--- config.mk ---
export PLATFORM = sky130hd
export DESIGN_NAME = i2c_reg_ctrl
export DESIGN_NICKNAME = d
export VERILOG_FILES = /design/src/rtl/i2c_pkg.sv /design/src/rtl/i2c_reg_ctrl.sv
export SDC_FILE = /design/constraint.sdc
export NUM_CORES = 1
export LEC_CHECK = 0
export CAP_MARGIN = 40
export CORE_MARGIN = 4
export CORE_UTILIZATION = 48
export DETAILED_ROUTE_END_ITERATION = 10
export GPL_ROUTABILITY_DRIVEN = 0
export HOLD_SLACK_MARGIN = 0.15
export PLACE_DENSITY = 0.86
export SLEW_MARGIN = 5
export SYNTH_ARGS = -nofsm -noshare
export SYNTH_HDL_FRONTEND = slang
export SYNTH_SLANG_ARGS = --single-unit
--- constraint.sdc ---
create_clock -name clk -period 1.6 [get_ports clk]
set_input_delay 0.48 -clock clk [delete_from_list [all_inputs] [get_ports clk]]
set_output_delay 0.48 -clock clk [all_outputs]
set_load 0.02 [all_outputs]
--- src/rtl/i2c_pkg.sv ---
// Shared definitions for the I2C register-access controller.
// Holds the byte-master command encodings, the response status codes,
// the controller state and phase enums, and a helper that maps a
// controller step onto the master command it issues.
package i2c_pkg;

  // Commands understood by the I2C byte master
  localparam logic [2:0] CMD_START   = 3'b000;
  localparam logic [2:0] CMD_WR      = 3'b001;
  localparam logic [2:0] CMD_RD      = 3'b010;
  localparam logic [2:0] CMD_STOP    = 3'b011;
  localparam logic [2:0] CMD_RESTART = 3'b100;

  // Response status codes
  localparam logic [1:0] STAT_OK        = 2'b00;
  localparam logic [1:0] STAT_ADDR_NACK = 2'b01;
  localparam logic [1:0] STAT_DATA_NACK = 2'b10;
  localparam logic [1:0] STAT_TIMEOUT   = 2'b11;

  // One state per bus step, plus idle and the response cycle
  typedef enum logic [3:0] {
    S_IDLE,
    S_START,
    S_DEV_W,
    S_REG,
    S_WDATA,
    S_RESTART,
    S_DEV_R,
    S_READ,
    S_STOP,
    S_RESP
  } state_e;

  // Handshake phase within a step
  typedef enum logic [1:0] {
    PH_ISSUE,
    PH_WAIT_LO,
    PH_WAIT_HI
  } phase_e;

  // Master command issued by a given step; every byte step other than
  // the read is a write.
  function automatic logic [2:0] step_cmd(input state_e s);
    case (s)
      S_START:   return CMD_START;
      S_RESTART: return CMD_RESTART;
      S_READ:    return CMD_RD;
      S_STOP:    return CMD_STOP;
      default:   return CMD_WR;
    endcase
  endfunction

endpackage

--- src/rtl/i2c_reg_ctrl.sv ---
// I2C register-access controller.
// Turns a single register read or write request into a sequence of byte
// master commands (START / WR / RD / STOP / RESTART), tracks ACKs, applies
// a per-handshake timeout, and returns one completion pulse with status.
//
// Ports
//   clk, rst                 clock, synchronous active-high reset
//   req_valid/req_ready      request handshake (ready only in IDLE)
//   req_rw/dev/reg/wdata     1 = read; 7-bit device; register; write data
//   rsp_valid                one-cycle completion pulse
//   rsp_rdata, rsp_status    read data, status (held until next response)
//   busy                     high whenever not idle
//   m_cmd, m_din, m_wr_i2c   command, data byte and strobe to the master
//   m_ready, m_done_tick     master ready level, byte-complete pulse
//   m_ack, m_dout            sampled ACK (0 = ACK), received byte
module i2c_reg_ctrl
  import i2c_pkg::*;
#(
  parameter logic [15:0] TIMEOUT_CYC = 16'hFFFF
) (
  input  logic       clk,
  input  logic       rst,
  input  logic       req_valid,
  output logic       req_ready,
  input  logic       req_rw,
  input  logic [6:0] req_dev,
  input  logic [7:0] req_reg,
  input  logic [7:0] req_wdata,
  output logic       rsp_valid,
  output logic [7:0] rsp_rdata,
  output logic [1:0] rsp_status,
  output logic       busy,
  output logic [2:0] m_cmd,
  output logic [7:0] m_din,
  output logic       m_wr_i2c,
  input  logic       m_ready,
  input  logic       m_done_tick,
  input  logic       m_ack,
  input  logic [7:0] m_dout
);

  state_e      state;
  state_e      next_state;
  phase_e      phase;
  logic [15:0] tcnt;

  // Latched request
  logic        lat_rw;
  logic [6:0]  lat_dev;
  logic [7:0]  lat_reg;
  logic [7:0]  lat_wdata;

  // Per-step and per-transaction bookkeeping
  logic        nack_r;
  logic [7:0]  rdata_pend;
  logic [1:0]  status_pend;

  logic        nack_now;
  logic        byte_step;
  logic        timeout_hit;
  logic [1:0]  next_status;
  logic [7:0]  step_din;

  assign req_ready = (state == S_IDLE);
  assign busy      = (state != S_IDLE);

  assign byte_step = state inside {S_DEV_W, S_REG, S_WDATA, S_DEV_R, S_READ};

  // A done tick arriving in the same cycle the step completes still counts
  assign nack_now    = m_done_tick ? m_ack : nack_r;
  assign timeout_hit = (tcnt == TIMEOUT_CYC - 16'd1);

  // Data byte presented with each step's command
  // NOTE: every variable assigned in an always_comb gets a default first so
  // that no path leaves it unassigned and infers a latch.
  always_comb begin
    step_din = 8'h00;
    case (state)
      S_DEV_W: step_din = {lat_dev, 1'b0};
      S_REG:   step_din = lat_reg;
      S_WDATA: step_din = lat_wdata;
      S_DEV_R: step_din = {lat_dev, 1'b1};
      S_READ:  step_din = 8'h01;  // master NACKs the single read byte
      default: step_din = 8'h00;
    endcase
  end

  // Step sequencing once the current step's handshake completes
  always_comb begin
    next_state  = S_IDLE;
    next_status = STAT_OK;
    case (state)
      S_START:   next_state = S_DEV_W;
      S_DEV_W: begin
        if (nack_now) begin
          next_state  = S_STOP;
          next_status = STAT_ADDR_NACK;
        end else begin
          next_state = S_REG;
        end
      end
      S_REG: begin
        if (nack_now) begin
          next_state  = S_STOP;
          next_status = STAT_DATA_NACK;
        end else begin
          next_state = lat_rw ? S_RESTART : S_WDATA;
        end
      end
      S_WDATA: begin
        next_state = S_STOP;
        if (nack_now) next_status = STAT_DATA_NACK;
      end
      S_RESTART: next_state = S_DEV_R;
      S_DEV_R: begin
        if (nack_now) begin
          next_state  = S_STOP;
          next_status = STAT_ADDR_NACK;
        end else begin
          next_state = S_READ;
        end
      end
      S_READ:    next_state = S_STOP;  // ack of the read byte is ignored
      S_STOP:    next_state = S_RESP;
      default:   next_state = S_IDLE;
    endcase
  end

  // NOTE: sequential state uses non-blocking assignments only, so every
  // register samples the values from before this clock edge.
  always_ff @(posedge clk) begin
    if (rst) begin
      state       <= S_IDLE;
      phase       <= PH_ISSUE;
      tcnt        <= 16'd0;
      lat_rw      <= 1'b0;
      lat_dev     <= 7'd0;
      lat_reg     <= 8'h00;
      lat_wdata   <= 8'h00;
      nack_r      <= 1'b0;
      rdata_pend  <= 8'h00;
      status_pend <= STAT_OK;
      rsp_valid   <= 1'b0;
      rsp_rdata   <= 8'h00;
      rsp_status  <= STAT_OK;
      m_cmd       <= CMD_START;
      m_din       <= 8'h00;
      m_wr_i2c    <= 1'b0;
    end else begin
      m_wr_i2c  <= 1'b0;
      rsp_valid <= 1'b0;

      if (byte_step && m_done_tick) begin
        nack_r <= m_ack;
        if (state == S_READ) rdata_pend <= m_dout;
      end

      case (state)
        S_IDLE: begin
          if (req_valid) begin
            lat_rw      <= req_rw;
            lat_dev     <= req_dev;
            lat_reg     <= req_reg;
            lat_wdata   <= req_wdata;
            rdata_pend  <= 8'h00;
            status_pend <= STAT_OK;
            nack_r      <= 1'b0;
            state       <= S_START;
            phase       <= PH_ISSUE;
            tcnt        <= 16'd0;
          end
        end

        S_RESP: begin
          state <= S_IDLE;
          phase <= PH_ISSUE;
          tcnt  <= 16'd0;
        end

        default: begin
          case (phase)
            PH_ISSUE: begin
              if (m_ready) begin
                m_cmd    <= step_cmd(state);
                m_din    <= step_din;
                m_wr_i2c <= 1'b1;
                nack_r   <= 1'b0;
                phase    <= PH_WAIT_LO;
                tcnt     <= 16'd0;
              end
            end

            PH_WAIT_LO: begin
              if (!m_ready) begin
                phase <= PH_WAIT_HI;
                tcnt  <= 16'd0;
              end else if (timeout_hit) begin
                // A hung master cannot be trusted with STOP either
                state      <= S_RESP;
                phase      <= PH_ISSUE;
                tcnt       <= 16'd0;
                rsp_valid  <= 1'b1;
                rsp_status <= STAT_TIMEOUT;
                rsp_rdata  <= 8'h00;
              end else begin
                tcnt <= tcnt + 16'd1;
              end
            end

            PH_WAIT_HI: begin
              if (m_ready) begin
                state <= next_state;
                phase <= PH_ISSUE;
                tcnt  <= 16'd0;
                if (next_status != STAT_OK) status_pend <= next_status;
                if (next_state == S_RESP) begin
                  rsp_valid  <= 1'b1;
                  rsp_status <= status_pend;
                  rsp_rdata  <= (status_pend == STAT_OK) ? rdata_pend : 8'h00;
                end
              end else if (timeout_hit) begin
                state      <= S_RESP;
                phase      <= PH_ISSUE;
                tcnt       <= 16'd0;
                rsp_valid  <= 1'b1;
                rsp_status <= STAT_TIMEOUT;
                rsp_rdata  <= 8'h00;
              end else begin
                tcnt <= tcnt + 16'd1;
              end
            end

            default: begin
              phase <= PH_ISSUE;
              tcnt  <= 16'd0;
            end
          endcase
        end
      endcase
    end
  end

endmodule
-- Word level (Yosys, flattened, before mapping)
Cells that the tools add are included.
- multiplexer cells: 61
- reduce and logical (&&, ||, !) cells: 24
- bitwise logic cells: 3
- $add $sub $neg: 1
- equal/unequal tests: 18
- operators with widths (kind ; count):
    2-to-1 mux 16 bit ; 5
    2-to-1 mux 8 bit ; 9
    one-hot mux 16 bit (3 select lines) ; 1
    one-hot mux 8 bit (5 select lines) ; 1
    one-hot mux 16 bit (2 select lines) ; 1
    2-to-1 mux 4 bit ; 7
    one-hot mux 4 bit (7 select lines) ; 1
    2-to-1 mux 2 bit ; 13
    adder 16 x 1 -> 16 bit (second input constant) ; 1
    == test 16 bit (second input constant) ; 1
    == test 4 x 3 -> 1 bit (second input constant) ; 4
    one-hot mux 2 bit (2 select lines) ; 4
    one-hot mux 4 bit (2 select lines) ; 2
    one-hot mux 8 bit (2 select lines) ; 1
    == test 4 bit (second input constant) ; 3
    2-to-1 mux 1 bit ; 12
    one-hot mux 3 bit (4 select lines) ; 1
    nonzero test 2 bit ; 5
    == test 4 x 2 -> 1 bit (second input constant) ; 2
    != test 4 bit (second input constant) ; 2
    nonzero test 4 bit ; 2
    OR reduction 2 bit ; 4
    one-hot mux 2 bit (3 select lines) ; 1
    AND reduction 3 bit ; 2
    other kinds (16) ; 22
- flip-flop bits (word level): 80
- word-level logic and storage cells: 123
- output and inout bits: 25
- bits of input ports: 38

-- Depth between registers and ports, before layout
- depth after elaboration: 8
- gate-level depth with buffers: 8
- mapped depth without buffers: 7

-- Worst setup path after synthesis
OpenSTA, ideal clock, no wires.
- path kind: register to register
- from: register state[3]
- to: register lat_wdata[0]
- setup slack: -181 ps
- stages on the path, launching flop included: 8
- setup time: 132 ps
- data arrival time: 1649 ps
- cells stage by stage: dfxtp_1 or4_1 buf_2 inv_2 nand2_1 clkbuf_1 nand2_1 a21oi_1
- word-level cells in the longest chain between the ends: 2
- RTL lines (what ; RTL line ; RTL):
    from (decl) ; i2c_reg_ctrl.sv:42 ; state_e state;
    from (signal assigned) ; i2c_reg_ctrl.sv:212 ; state <= next_state;
    zero test 4 bit ; - ;
    named net req_ready ; i2c_reg_ctrl.sv:24 ; output logic req_ready,
    AND reduction 2 bit (no source line) ; - ;
    to (signal assigned) ; i2c_reg_ctrl.sv:164 ; lat_wdata <= req_wdata;
    to (decl) ; i2c_reg_ctrl.sv:51 ; logic [7:0] lat_wdata;
The timed path passes the listed nets, and every way through them passes these cells.
A chain may end at the register's enable or synchronous reset.

-- Worst setup path in the final report
- from: register state[3]
- to: register tcnt[0]
- word-level cells in the longest chain between the ends: 3
- RTL lines (what ; RTL line ; RTL):
    == test 4 bit / zero test 4 bit (equally long branches) ; i2c_reg_ctrl.sv:158 ; case (state)
    != test 4 bit (no source line) / != test 2 bit (equally long branches) ; - ;
    AND reduction 2 bit (no source line) ; - ;
    to (signal assigned) ; i2c_reg_ctrl.sv:206 ; tcnt <= tcnt + 16'd1;
    to (signal assigned) ; i2c_reg_ctrl.sv:229 ; tcnt <= tcnt + 16'd1;
    to (decl) ; i2c_reg_ctrl.sv:45 ; logic [15:0] tcnt;
Parallel ways exist; a longest one is shown, timed or not.

==> metrics.txt <==
P_sw=1732 uW; final setup fails=71; CTS max path bufs=2; die area=9296 um^2; pre-CTS WS=-0.6481 ns; vias in the first global route=3924; Finished Cell Area=5757 um^2; crit-path max FO=23; CP delay by family, top=compound AO/OA/AOI/OAI gates; Core Area=7408 um^2; Rows=31; dominant synthesized flop cell=dfxtp_1; DRT iter0 DRCs=361; Sw Ratio=31.21%; Tot Pwr=5550 uW; Crit path largest cell delay=0.42 ns; Hold Crit Depth=2; grt ovf=0; Final Max Tran Viols=0; yosys synthesis warning count=0; CP max stage cell=o311a_4; first-pass GRT wire length=18530 um; unrepaired setup endpoints after global routing=true; FF/Latch Area=1609 um^2; CTS buffer count=9; Biggest register=tcnt; crit start category=register; Hold Path End=lat_reg[0]; P_int=3818 uW; area post-placement=4950 um^2; 1st-pass router iterations=6; Unique masters post-synth=61; clock power share=30.0%; fill count=447; CTS H-tree depth=3; Layout area overhead=53.42%; Period Utilization, post-route=120.3%; largest net degree at the start of global routing=34; Final min period=1.924 ns; mean post-synth cell area=8.686 um^2; initial antenna violation count=0; Avg WL per Cell=19.61 um; fin nets=604; layout cells sized above 1=35.04%; min-delay src=lat_reg[0]; worst path cell trace=buf_12 -> xor2_4 -> o311a_4 -> nor2_4 -> a2bb2oi_4 -> bufbuf_16 -> nor2_2; part of the power in registers=39.3%; Peak Freq=519.7 MHz; # diodes=0; clk_lat worst skew=0.36 ns; Worst-path clk slew=0.08 ns; DR vias=4050; number of flops mapped to enable cells by yosys=0; Initial Util=50.65%; die width=96.42 um; Worst Max-Slew Pin Slew=0.4644 ns; post-detail-place hpwl=7288 um; Sink Count=80; LEAKAGE=0.002278 uW; GRT Util Overall=25.59%; Worst EP required=1.84 ns; combinational fraction of design power=30.7%; Post-CTS Hold Buffers=0; reg2reg path depth=7; Root Buffer=clkbuf_8; Port Buffers=62; post-layout util=77.71%; FF-to-FF End=tcnt[0]; syn_nets=476; pwr/cell area=964.2 nW/um^2; status=complete, but fails checks; CTS tree=done; Worst Skew=0.009725 ns; flip-flop count of the largest register after layout=16; CP endpoint kind=register; sequential fraction of the synthesis area=42.68%; worst vdd rail ir drop=0.6400 mV; Hold Vio Cnt, Final=0; worst endpoint data arrival time=2.17 ns; Via-to-Cell Ratio=6.099; Multi-input gate area=2361 um^2; Final WS setup=-0.3242 ns; Worst Setup Path Type=reg -> reg; Post-synth ARST share=0%; remaining antenna violation count=0; Buf+Inv Stages, Crit Path=2; Synth Register Bits=80; reg2reg start=state[3]; die height=96.42 um; r2r setup slk=-0.32 ns; drc violations=0; slew margin rel.=68.80%; I/O pin count=63; Hold WC Path Type=reg -> reg; Post-Synthesis Cell Area=3752 um^2; Gate Count Post-Synth=432; violations in the final reports=negative setup slack; Crit. Startpoint=state[3]; Max Cap Viol=0; drt total wl=13020 um
==> repair_timing <==
action | in CTS | in global routing
endpoints found under the setup margin | 102 | 83
gates resized for setup | 69 | 76
setup buffers | 10 | 4
gates cloned | 2 | 2
pin swaps | 7 | 12
==> synth_stat cells (3+ instances only) <==
cell       count  share of area, %
buf_6          4               1.2
xnor2_1       15               3.5
nor2_2        10               1.7
nor3_1        18               2.4
dfxtp_1       80                43
a211oi_1      10               2.0
buf_2          6              0.80
nand2b_1       4              0.67
clkbuf_1      11               1.1
a22o_1         8               1.9
nand4_1        6               1.0
a22oi_1        7               1.4
a21oi_1       43               5.7
nand3_1        6              0.80
nor2_1        43               4.3
nor4_1         8               1.3
inv_1          7              0.70
nand2_1       62               6.2
a2bb2oi_1      3              0.70
o21ai_0        9               1.2
mux2i_1       13               3.5
ha_1           6               2.0
nor3b_1        3              0.60
nor2b_1        4              0.67
==> per-layer routing <==
metal,wire length [um],vias to the layer above,track usage [%]
met5,0,-,0
met4,716,0,10.75
met3,983,87,5.035
met2,6346,253,45.54
met1,4978,1924,29.86
li1,-,1786,-
==> tightest hold or removal path, stage by stage, from the launching register on <==
cell	delay (ns)
dfxtp_1	0.32
nand2_1	0.05
a21oi_1	0.05
==> worst max path at each step <==
stage	to	slack, ns	cells after the start
3_3_place_gp	rsp_rdata[5]	-0.55	8
6_report	tcnt[0]	-0.32	7
5_1_grt	tcnt[0]	-0.38	7
2_1_floorplan	tcnt[13]	-0.1	7
4_1_cts	req_ready	-0.31	3
3_5_place_dp	state[3]	-0.65	6
==> cell usage in the layout, fill, tap and decap left out, types with 13 or more instances in the layout <==
cell | synthesis | final
a21oi_2 | 1 | 13
a21oi_1 | 43 | 30
dfxtp_1 | 80 | 76
buf_6 | 4 | 16
mux2i_1 | 13 | 13
nor2_2 | 10 | 17
clkdlybuf4s50_1 | 0 | 34
buf_4 | 2 | 53
nand2_1 | 62 | 57
xnor2_1 | 15 | 15
dlygate4sd2_1 | 0 | 23
nor2_1 | 43 | 35
==> logic make-up after synthesis <==
kind of cell | after synthesis | synth area share (%)
flops | 80 | 42.68
compound gates | 100 | 18.21
simple gates | 183 | 24.91
buf+inv | 32 | 4.401
fa+ha+maj | 6 | 2.001
xor+xnor | 16 | 3.735
mux | 15 | 4.068
==> power by group through the flow <==
stage               Clock (uW)  Combinational, uW  Sequential [uW]
finish                    1670               1710             2180
global route              1760               1800             2190
CTS                       1670               1450             2170
detailed placement           0               1250             2210
global placement             0               1210             2210
floorplan                    0                678             2260
==> through the flow <==
stage / TNS (ns) / instances / hold slack, ns
6_report: -11.39 / 664 / 0.4643
5_1_grt: -16.32 / 664 / 0.4864
4_1_cts: -10.15 / 660 / 0.4582
3_5_place_dp: -27.79 / 633 / 0.4473
3_3_place_gp: -23.59 / 633 / 0.4428
2_1_floorplan: -3.522 / 432 / 0.4360
==> layout make-up <==
cell class	instances	area share, %
Sequential cell	80	27.95
Inverter	8	0.6520
Timing Repair Buffer	141	24.45
Tap cell	99	2.152
Multi-Input combinational cell	320	41.01
Clock buffer	10	2.217
Clock inverter	6	1.565
Note: power is estimated with default switching activity, not from simulation.
